$ cat config.mk
export PLATFORM = sky130hd
export DESIGN_NAME = shift_add_multiplier
export DESIGN_NICKNAME = d
export VERILOG_FILES = /design/src/rtl/shift_add_mult_pkg.sv /design/src/rtl/shift_add_multiplier_ripple_adder.sv /design/src/rtl/shift_add_multiplier.sv
export SDC_FILE = /design/constraint.sdc
export NUM_CORES = 1
export LEC_CHECK = 0
export ABC_CLOCK_PERIOD_IN_PS = 12800
export CAP_MARGIN = 20
export CORE_ASPECT_RATIO = 0.7
export CORE_MARGIN = 3
export CORE_UTILIZATION = 49
export DETAILED_ROUTE_END_ITERATION = 10
export PLACE_DENSITY = 0.85
export SETUP_SLACK_MARGIN = 0.02
export SYNTH_ARGS = -nofsm -noshare
export SYNTH_HDL_FRONTEND = slang
export SYNTH_HIERARCHICAL = 1
export SYNTH_SLANG_ARGS = --single-unit
$ cat constraint.sdc
create_clock -name clk -period 12.8 [get_ports clk]
set_input_delay 1.92 -clock clk [delete_from_list [all_inputs] [get_ports clk]]
set_output_delay 1.92 -clock clk [all_outputs]
set_load 0.03 [all_outputs]
$ cat src/rtl/shift_add_mult_pkg.sv
// Shared types and sizing helpers for the
// shift-and-add multiplier.
package shift_add_mult_pkg;

  typedef enum logic [1:0] {
    IDLE,
    RUN,
    DONE
  } state_e;

  localparam int DEF_WIDTH = 16;

  function automatic int cnt_w(input int w);
    return $clog2(w) + 1;
  endfunction

endpackage

$ cat src/rtl/shift_add_multiplier_ripple_adder.sv
// Full-adder cell and the N-bit ripple-carry
// adder chained from it.
module fulladder (
  input  logic i_a,
  input  logic i_b,
  input  logic i_ci,
  output logic o_s,
  output logic o_co
);

  assign o_s  = i_a ^ i_b ^ i_ci;
  assign o_co = (i_a & i_b)
              | (i_ci & (i_a ^ i_b));

endmodule

module ripple_adder #(
  parameter int N = 32
) (
  input  logic [N-1:0] x,
  input  logic [N-1:0] y,
  input  logic         cin,
  output logic [N-1:0] s,
  output logic         cout
);

  logic [N:0] w_c;

  assign w_c[0] = cin;
  assign cout   = w_c[N];

  for (genvar i = 0; i < N; i++) begin : g_fa
    fulladder u_fa (
      .i_a  (x[i]),
      .i_b  (y[i]),
      .i_ci (w_c[i]),
      .o_s  (s[i]),
      .o_co (w_c[i+1])
    );
  end

endmodule

$ cat src/rtl/shift_add_multiplier.sv
// Sequential shift-and-add unsigned multiplier.
// SHIFT_ADD_MULT_EARLY_TERM_EN: stop once mplier is exhausted.
module shift_add_multiplier
  import shift_add_mult_pkg::*;
#(
  parameter int WIDTH = DEF_WIDTH
) (
  input  logic             clk,
  input  logic             rst,
  input  logic             in_valid,
  output logic             in_ready,
  input  logic [WIDTH-1:0] a,
  input  logic [WIDTH-1:0] b,
  output logic             out_valid,
  input  logic             out_ready,
  output logic [2*WIDTH-1:0] product,
  output logic             busy
);

  localparam int PW = 2 * WIDTH;
  localparam int CW = cnt_w(WIDTH);
  localparam logic [CW-1:0] LAST =
    CW'(WIDTH - 1);

  state_e          r_state;
  state_e          w_nstate;
  logic [PW-1:0]   r_mcand;
  logic [WIDTH-1:0] r_mplier;
  logic [PW-1:0]   r_acc;
  logic [CW-1:0]   r_cnt;
  logic [PW-1:0]   w_addend;
  logic [PW-1:0]   w_sum;
  logic            w_cout;
  logic            w_last;
  logic            w_accept;
  logic            w_handoff;

  assign w_addend = r_mplier[0]
                  ? r_mcand : '0;

  ripple_adder #(.N(PW)) u_add (
    .x    (r_acc),
    .y    (w_addend),
    .cin  (1'b0),
    .s    (w_sum),
    .cout (w_cout)
  );

`ifdef SHIFT_ADD_MULT_EARLY_TERM_EN
  assign w_last = (r_cnt == LAST)
               || ((r_mplier >> 1) == '0);
`else
  assign w_last = (r_cnt == LAST);
`endif

  assign in_ready  = (r_state == IDLE);
  assign out_valid = (r_state == DONE);
  assign busy      = (r_state == RUN);
  assign product   = out_valid ? r_acc : '0;

  assign w_accept  = in_valid & in_ready;
  assign w_handoff = out_valid & out_ready;

  always_ff @(posedge clk) begin
    if (rst) r_state <= IDLE;
    else     r_state <= w_nstate;
  end

  always_comb begin
    w_nstate = r_state;
    unique case (1'b1)
      (r_state == IDLE):
        if (w_accept) w_nstate = RUN;
      (r_state == RUN):
        if (w_last) w_nstate = DONE;
      (r_state == DONE):
        if (w_handoff) w_nstate = IDLE;
      default:
        w_nstate = IDLE;
    endcase
  end

  always_ff @(posedge clk) begin
    if (rst) begin
      r_mcand  <= '0;
      r_mplier <= '0;
      r_acc    <= '0;
      r_cnt    <= '0;
    end else if (w_accept) begin
      r_mcand  <= PW'(a);
      r_mplier <= b;
      r_acc    <= '0;
      r_cnt    <= '0;
    end else if (r_state == RUN) begin
      r_acc    <= w_sum;
      r_mcand  <= r_mcand << 1;
      r_mplier <= r_mplier >> 1;
      r_cnt    <= r_cnt + 1'b1;
    end
  end

  // Partial sums never exceed a*b, so no carry.
  always_ff @(posedge clk) begin
    if (!rst && r_state == RUN)
      assert (!w_cout);
  end

endmodule

==> flow_metrics.tcl, run 1 <==
set metrics [dict create \
    cts_setup_buffers 0 \
    min_period_over_period_pct 97.6 \
    critical_path_class "flop to flop" \
    stdcell_count 684 \
    io-pin-count 71 \
    antenna_found_initial 0 \
    cts_max_path_buffers 2 \
    worstPathRequired_ns 13.06 \
    cts_tree "yes" \
    yosysWarningCount 6 \
    relSlewSlack_pct 27.5 \
    p_leak_nw 1.97 \
    synthCells 512 \
    finalWirelength_um 9890 \
    tightestPinTransition_ns 1.09 \
    dieHeight_um 85.9 \
    cts-htree-levels 3 \
    ys_ff_latch 87 \
    cp_common_cell "fa_2" \
    peakVddDrop_mv 0.0831 \
    finClkSkew_ns 0.0106 \
    vias 3608 \
    syn-cell-area_mm2 0.00447 \
    worstSetupEndpointType "flop" \
    area_growth_pct 22.5 \
    path_clk_slew_ns 0.06 \
    numCtsBuffers 9 \
    first_global_vias 3548 \
    routedWlPerCell_um 14.5 \
    io_buffers 70 \
    seqCellArea_mm2 0.00174 \
    gr-total-overflow 0 \
    n_antenna_cell 0 \
    drt-pass1-iter-count 5 \
    cts_sinks 87 \
    outcome "finished, final reports clean" \
    clockRootBuffer "clkbuf_16" \
    die_area_mm2 0.0103 \
    placed_cells 667 \
    synth_edf_count 0 \
    synthFlopType "dfxtp_1" \
    drv_cap 0 \
    path_max_fanout 2 \
    final_nets 629 \
    fmax_ghz 0.0800 \
    ys_async_sr_fraction_pct 0 \
    grt_pass1_wl_um 16500 \
    hold_violations 0 \
    fillers 719 \
    coreArea_mm2 0.00865 \
    critPathBufInv 0 \
    yosys.cell_types.count 32 \
    layout_min_cycle_time_ns 12.49 \
    multi_input_area_mm2 0.00252 \
    start_util_pct 51.7 \
    clock_latency_ns 0.34 \
    cp_slowest_cell "fa_1" \
    path_delay_family "adder cells" \
    layout_common_cells "117 x nand2_1, 87 x dfxtp_1, 70 x clkdlybuf4s50_1, 64 x and2_1, 64 x a21oi_1" \
    grt_usage_pct 19.9 \
    seq_area_frac_synth_pct 38.9 \
    final_common_cell "nand2_1" \
    crit_arrival_ns 12.75 \
    gp_congestion 0.811 \
    syn_nets 582 \
    row_count 28 \
    ant_nets 0 \
    power_mw 0.617 \
    setup_violations 0 \
    slew_violations 0 \
    drive_above_1_share_pct 9.93 \
    drt_iter0_markers 334 \
    avgSynthCellArea_um2 8.74 \
    hold_class "flop to flop" \
    rsz0062_at_grt "no" \
    power_density_mw_per_mm2 113 \
    cp-start-kind "flop" \
    via_per_inst 5.27 \
    max_stage_delay_ns 0.49 \
    die_w_um 120 \
    grt_max_degree 70 \
    route.detailed.drc 0 \
    dp_hpwl_um 6270 \
]
-- power by group --
| part | leakage (nW) | internal, mW | switching (mW) |
|---|---|---|---|
| Clock | 0.145 | 0.151 | 0.110 |
| Sequential | 0.709 | 0.282 | 0.00783 |
| Combinational | 1.12 | 0.0267 | 0.0399 |
| Total | 1.97 | 0.460 | 0.157 |
-- synth_stat cells, types with 2 or more instances --
master / n / area share, %
o22ai_1: 15 / 2.1
nand2b_1: 3 / 0.42
a211oi_2: 3 / 0.84
and2_1: 64 / 9.0
buf_6: 11 / 2.8
dfxtp_1: 87 / 39
nor2_1: 36 / 3.0
nand2_1: 117 / 9.8
a211oi_1: 26 / 4.4
a21oi_1: 65 / 7.3
ha_1: 2 / 0.56
inv_1: 4 / 0.34
a311oi_1: 2 / 0.39
nand3_1: 3 / 0.34
buf_2: 14 / 1.6
buf_4: 4 / 0.67
fa_1: 32 / 14
clkbuf_1: 10 / 0.84
-- per-stage QoR --
step           area (um2)  utilization (%)  setup WS [ns]  setup TNS, ns  hold WS (ns)
2_1_floorplan        4490                -         0.0367              0         0.429
3_3_place_gp         5120             59.2         -0.160         -0.160         0.438
3_5_place_dp         5120             59.2         -0.261         -0.261         0.454
4_1_cts              5440             62.9         0.0274              0         0.460
5_1_grt              5480             63.3         0.0189              0         0.481
6_report             5480             63.3          0.306              0         0.456
-- path summary, 6_finish.rpt --
check              start          end  slack (ns)  cells past startpoint
min          r_mcand[31]  r_mcand[31]        0.46                      2
max           r_mcand[0]    r_acc[31]        0.31                     35
max reg2reg   r_mcand[0]    r_acc[31]        0.31                     35
min reg2reg  r_mcand[31]  r_mcand[31]        0.46                      2
-- logic make-up (layout without fill, tap and decap cells) --
| kind of cell | after synthesis | after routing | synth area share [%] |
|---|---|---|---|
| AND/OR/NAND/NOR | 229 | 229 | 23.7 |
| AO/OA/AOI/OAI | 115 | 115 | 15.6 |
| flip-flops | 87 | 87 | 38.9 |
| buffers and inverters | 44 | 96 | 6.32 |
| adder cells (fa/ha/maj) | 34 | 34 | 14.9 |
| XOR/XNOR | 2 | 2 | 0.392 |
| other | 1 | 1 | 0.0838 |
-- flip-flops by register name (all words and copies together), names as in the netlist --
signal and count:
r_acc 32, r_cnt 5, r_mcand 32, r_mplier 16, r_state 2
-- metal layers --
layer / GRT usage [%] / wire, um / part of all wire [%] / vias up
met3: 5.67 / 682 / 6.9 / 21
met1: 25.0 / 4230 / 43 / 1692
li1: - / - / - / 1771
met4: 8.00 / 223 / 2.3 / 0
met2: 32.7 / 4760 / 48 / 124
met5: 0 / 0 / 0 / -
-- worst min-delay path, delay by kind of cell, from the launching register on --
family	cells	cell delay, ns
AND/OR/NAND/NOR	1	0.05
AO/OA/AOI/OAI	1	0.05
flip-flops	1	0.30
-- what timing repair did --
| action | in CTS | in global routing |
|---|---|---|
| resized for setup | 10 | 8 |
| setup endpoints to repair | 2 | 2 |
| hold buffers | 0 | 0 |
| pin swaps | 3 | 3 |
-- area by class of cell --
cell class / count / area share (%)
Multi-Input combinational cell: 381 / 46.0
Sequential cell: 87 / 31.8
Timing Repair Buffer: 75 / 13.6
Clock buffer: 9 / 4.11
Tap cell: 120 / 2.74
Clock inverter: 7 / 1.35
Inverter: 5 / 0.388
(Power assumes the default switching activity.)
==> run 2, diff against run 1 <==
--- a/config.mk
+++ b/config.mk
@@ -9,9 +9,11 @@
 export CAP_MARGIN = 20
 export CORE_ASPECT_RATIO = 0.7
 export CORE_MARGIN = 3
-export CORE_UTILIZATION = 49
+export CORE_UTILIZATION = 40
 export DETAILED_ROUTE_END_ITERATION = 10
-export PLACE_DENSITY = 0.85
+export DONT_BUFFER_PORTS = 1
+export GPL_TIMING_DRIVEN = 0
+export PLACE_DENSITY = 0.64
 export SETUP_SLACK_MARGIN = 0.02
 export SYNTH_ARGS = -nofsm -noshare
 export SYNTH_HDL_FRONTEND = slang
==> flow_metrics.tcl, run 2 (synthesized netlist as in run 1, its figures left out) <==
set metrics [dict create \
    final_util_pct 47.1 \
    row_count 31 \
    drt_iter0_markers 147 \
    power_density_mw_per_mm2 122 \
    reg_top3 "r_acc x32, r_mcand x32, r_mplier x16" \
    finClkSkew_ns 0.0105 \
    worstPathRequired_ns 13.07 \
    cts_max_path_buffers 2 \
    relSlewSlack_pct 53.6 \
    crit_arrival_ns 12.73 \
    p_leak_nw 1.84 \
    cts_tree "yes" \
    final_nets 593 \
    layout_common_cells "117 x nand2_1, 86 x dfxtp_1, 65 x a21oi_1, 64 x and2_1, 36 x nor2_1" \
    grt_usage_pct 17.0 \
    start_util_pct 42.1 \
    numCtsBuffers 9 \
    setup_violations 0 \
    io_buffers 0 \
    via_per_inst 5.05 \
    layout_min_cycle_time_ns 12.46 \
    die_w_um 132 \
    route.detailed.drc 0 \
    path_max_fanout 2 \
    power_mw 0.612 \
    antenna_found_initial 0 \
    cp_common_cell "fa_2" \
    cts-htree-levels 3 \
    min_period_over_period_pct 97.3 \
    clock_latency_ns 0.34 \
    peakVddDrop_mv 0.0654 \
    coreArea_mm2 0.0106 \
    tightestPinTransition_ns 0.695 \
    outcome "finished, final reports clean" \
    cp_slowest_cell "fa_1" \
    worstSetupEndpointType "flop" \
    drv_cap 0 \
    slew_violations 0 \
    tns_ns 0 \
    first_global_vias 3298 \
    fmax_ghz 0.0803 \
    dieHeight_um 94.5 \
    hold_class "flop to flop" \
    cp-start-kind "flop" \
    area_growth_pct 12.0 \
    max_stage_delay_ns 0.48 \
    io-pin-count 71 \
    vias 3407 \
    drive_above_1_share_pct 14.1 \
    routedWlPerCell_um 15.2 \
    drt-pass1-iter-count 4 \
    final_common_cell "nand2_1" \
    grt_max_degree 15 \
    critical_path_class "flop to flop" \
    finalWirelength_um 10200 \
    cts_sinks 87 \
    rsz0062_at_grt "no" \
    gp_congestion 0.774 \
    cts_hold_buf 0 \
    n_antenna_cell 0 \
    ant_nets 0 \
    hold_violations 0 \
    die_area_mm2 0.0125 \
    path_clk_slew_ns 0.06 \
    grt_pass1_wl_um 16800 \
    gr-total-overflow 0 \
    dp_hpwl_um 7660 \
    clockRootBuffer "clkbuf_16" \
]
==> run 2: cell count changes in the layout (fill, tap and decap cells not counted), moves of 9 or more <==
cell	before	now
buf_6	0	11
clkbuf_1	0	9
clkdlybuf4s50_1	70	0
buf_2	0	14
==> run 2: layout make-up <==
cell class	instances	area [um2]
Tap cell	148	185
Buffer	38	258
Inverter	5	21.3
Multi-Input combinational cell	381	2510
Clock buffer	9	225
Clock inverter	5	61.3
Timing Repair Buffer	1	7.51
Sequential cell	87	1750
Fill cell	1030	5620
==> run 2: stage by stage <==
step	worst slack [ns]	hold slack (ns)	instances	area (um2)
3_5_place_dp	-0.599	0.442	660	4680
2_1_floorplan	0.0367	0.429	512	4490
5_1_grt	0.0531	0.467	674	5010
6_report	0.341	0.451	674	5010
4_1_cts	0.0264	0.451	674	4990
3_3_place_gp	-0.569	0.437	660	4680
==> run 2: worst paths after layout <==
| path | start | depth (start not counted) | slack (ns) | to |
|---|---|---|---|---|
| max | r_mplier[0] | 35 | 0.34 | r_acc[31] |
| min | r_mcand[31] | 2 | 0.45 | r_mcand[31] |
| max reg2reg | r_mplier[0] | 35 | 0.34 | r_acc[31] |
| min reg2reg | r_mcand[31] | 2 | 0.45 | r_mcand[31] |
==> run 2: critical path: cells and delay by family (launching register included) <==
family,cells,cell delay [ns]
AO/OA/AOI/OAI,1,0.12
AND/OR/NAND/NOR,2,0.20
flip-flops,1,0.35
adder cells (fa/ha/maj),32,11.68
==> run 2: power by group <==
group	internal, mW	switching, mW	leakage [nW]
Clock	0.149	0.108	0.130
Sequential	0.282	0.00763	0.710
Combinational	0.0245	0.0412	0.996
Total	0.456	0.157	1.84
==> run 2: repair_timing <==
action                                  4_1_cts  5_1_grt
endpoints found under the setup margin        3        2
resized for setup                            10        7
buffers inserted                              1        0
==> run 2: metal layers <==
metal  part of all wire [%]  global-route usage [%]  routed length, um  vias up
li1                       -                       -                  -     1711
met1                     49                    22.9               5060     1623
met2                     45                    27.0               4610       66
met3                    4.5                    5.11                460        7
met4                    1.1                    4.41                108        0
met5                      0                       0                  0        -
==> run 3, diff against run 2 <==
--- a/config.mk
+++ b/config.mk
@@ -13,6 +13,7 @@
 export DETAILED_ROUTE_END_ITERATION = 10
 export DONT_BUFFER_PORTS = 1
 export GPL_TIMING_DRIVEN = 0
+export MAX_ROUTING_LAYER = met4
 export PLACE_DENSITY = 0.64
 export SETUP_SLACK_MARGIN = 0.02
 export SYNTH_ARGS = -nofsm -noshare
==> flow_metrics.tcl, run 3 (synthesized netlist as in run 1, its figures left out) <==
set metrics [dict create \
    drt-pass1-iter-count 5 \
    clockRootBuffer "clkbuf_16" \
    ant_nets 0 \
    relSlewSlack_pct 51.7 \
    setup_violations 0 \
    n_antenna_cell 0 \
    fillers 1030 \
    rsz0062_at_grt "no" \
    cp_common_cell "fa_2" \
    final_common_cell "nand2_1" \
    io_buffers 0 \
    start_util_pct 42.1 \
    first_global_vias 3296 \
    numCtsBuffers 9 \
    stdcell_count 674 \
    crit_arrival_ns 12.73 \
    finClkSkew_ns 0.00800 \
    grt_usage_pct 17.5 \
    routedWlPerCell_um 15.2 \
    cp-start-kind "flop" \
    cts_max_path_buffers 2 \
    dp_hpwl_um 7660 \
    hold_violations 0 \
    gp_congestion 0.784 \
    cts_sinks 87 \
    grt_pass1_wl_um 16800 \
    fmax_ghz 0.0803 \
    peakVddDrop_mv 0.0648 \
    path_clk_slew_ns 0.06 \
    placed_cells 660 \
    die_w_um 132 \
    tightestPinTransition_ns 0.723 \
    path_max_fanout 2 \
    route.detailed.drc 0 \
    hold_slack_ns 0.451 \
    critical_path_class "flop to flop" \
    outcome "finished, final reports clean" \
    drive_above_1_share_pct 14.1 \
    final_nets 593 \
    clock_latency_ns 0.34 \
    drt_iter0_markers 143 \
    finalWirelength_um 10300 \
    coreArea_mm2 0.0106 \
    min_period_over_period_pct 97.3 \
    dieHeight_um 94.5 \
    placed_area_mm2 0.00468 \
    via_per_inst 5.07 \
    area_growth_pct 12.0 \
    cts-htree-levels 3 \
    setup_ws_ns 0.341 \
    io-pin-count 71 \
    grt_max_degree 15 \
    layout_min_cycle_time_ns 12.46 \
    worstSetupEndpointType "flop" \
    cts_hold_buf 0 \
    cp_slowest_cell "fa_1" \
    antenna_found_initial 0 \
    row_count 31 \
    p_leak_nw 1.84 \
    max_stage_delay_ns 0.48 \
    worstPathRequired_ns 13.07 \
    slew_violations 0 \
    layout_common_cells "117 x nand2_1, 86 x dfxtp_1, 65 x a21oi_1, 64 x and2_1, 36 x nor2_1" \
    power_density_mw_per_mm2 122 \
    reg_top3 "r_acc x32, r_mcand x32, r_mplier x16" \
    gr-total-overflow 0 \
    pre_cts_ws_ns -0.599 \
    cts_tree "yes" \
    die_area_mm2 0.0125 \
    hold_class "flop to flop" \
    vias 3414 \
    postLayoutCellArea_mm2 0.00501 \
    drv_cap 0 \
]
==> run 3: cell counts in the layout (fill, tap and decap cells not counted) <==
No cell type changed its count.
==> run 3: report_power, final <==
| group | switching [mW] | leakage (nW) | total [mW] | internal, mW |
|---|---|---|---|---|
| Sequential | 0.00768 | 0.710 | 0.290 | 0.282 |
| Combinational | 0.0411 | 0.996 | 0.0656 | 0.0245 |
| Clock | 0.108 | 0.130 | 0.257 | 0.149 |
| Total | 0.157 | 1.84 | 0.612 | 0.456 |
==> run 3: what timing repair did <==
item | CTS | global route
cloned | 0 | 0
endpoints found under the setup margin | 3 | 2
setup buffers | 1 | 0
resized for setup | 10 | 7
endpoints found under the hold margin | 0 | 0
==> run 3: final cells by class <==
type                    instances  area, um2  share of cell area, %
plain buffers                  38        258                   5.14
clock buffers                   9        225                   4.50
clock inverters                 5       61.3                   1.22
inverters                       5       21.3                  0.425
multi-input cells             381       2510                   50.0
flip-flops and latches         87       1750                   34.8
well taps                     148        185                   3.70
repair buffers                  1       7.51                  0.150
==> run 3: final timing paths <==
| check | from | end | slack, ns | depth (start not counted) |
|---|---|---|---|---|
| setup reg to reg | r_mplier[0] | r_acc[31] | 0.34 | 35 |
| setup / recovery | r_mplier[0] | r_acc[31] | 0.34 | 35 |
| hold reg to reg | r_mcand[31] | r_mcand[31] | 0.45 | 2 |
| hold / removal | r_mcand[31] | r_mcand[31] | 0.45 | 2 |
==> run 3: critical path, delay by kind of cell (launching register included) <==
kind | cells | cell delay, ns
fa+ha+maj | 32 | 11.71
flops | 1 | 0.35
simple gates | 2 | 0.20
compound gates | 1 | 0.11
==> run 3: metal layers <==
metal | share of wire (%) | GRT usage, % | up-vias
met5 | 0 | - | -
met4 | 0.76 | 5.19 | 0
met3 | 3.9 | 4.05 | 4
met2 | 45 | 27.0 | 63
met1 | 50 | 23.1 | 1636
li1 | - | - | 1711
==> run 3: metrics by stage <==
stage | TNS [ns] | total power [mW] | util [%]
2_1_floorplan | 0 | 0.344 | -
3_3_place_gp | -0.836 | 0.359 | 44.0
3_5_place_dp | -0.899 | 0.361 | 44.0
4_1_cts | 0 | 0.617 | 47.0
5_1_grt | 0 | 0.637 | 47.1
6_report | 0 | 0.612 | 47.1
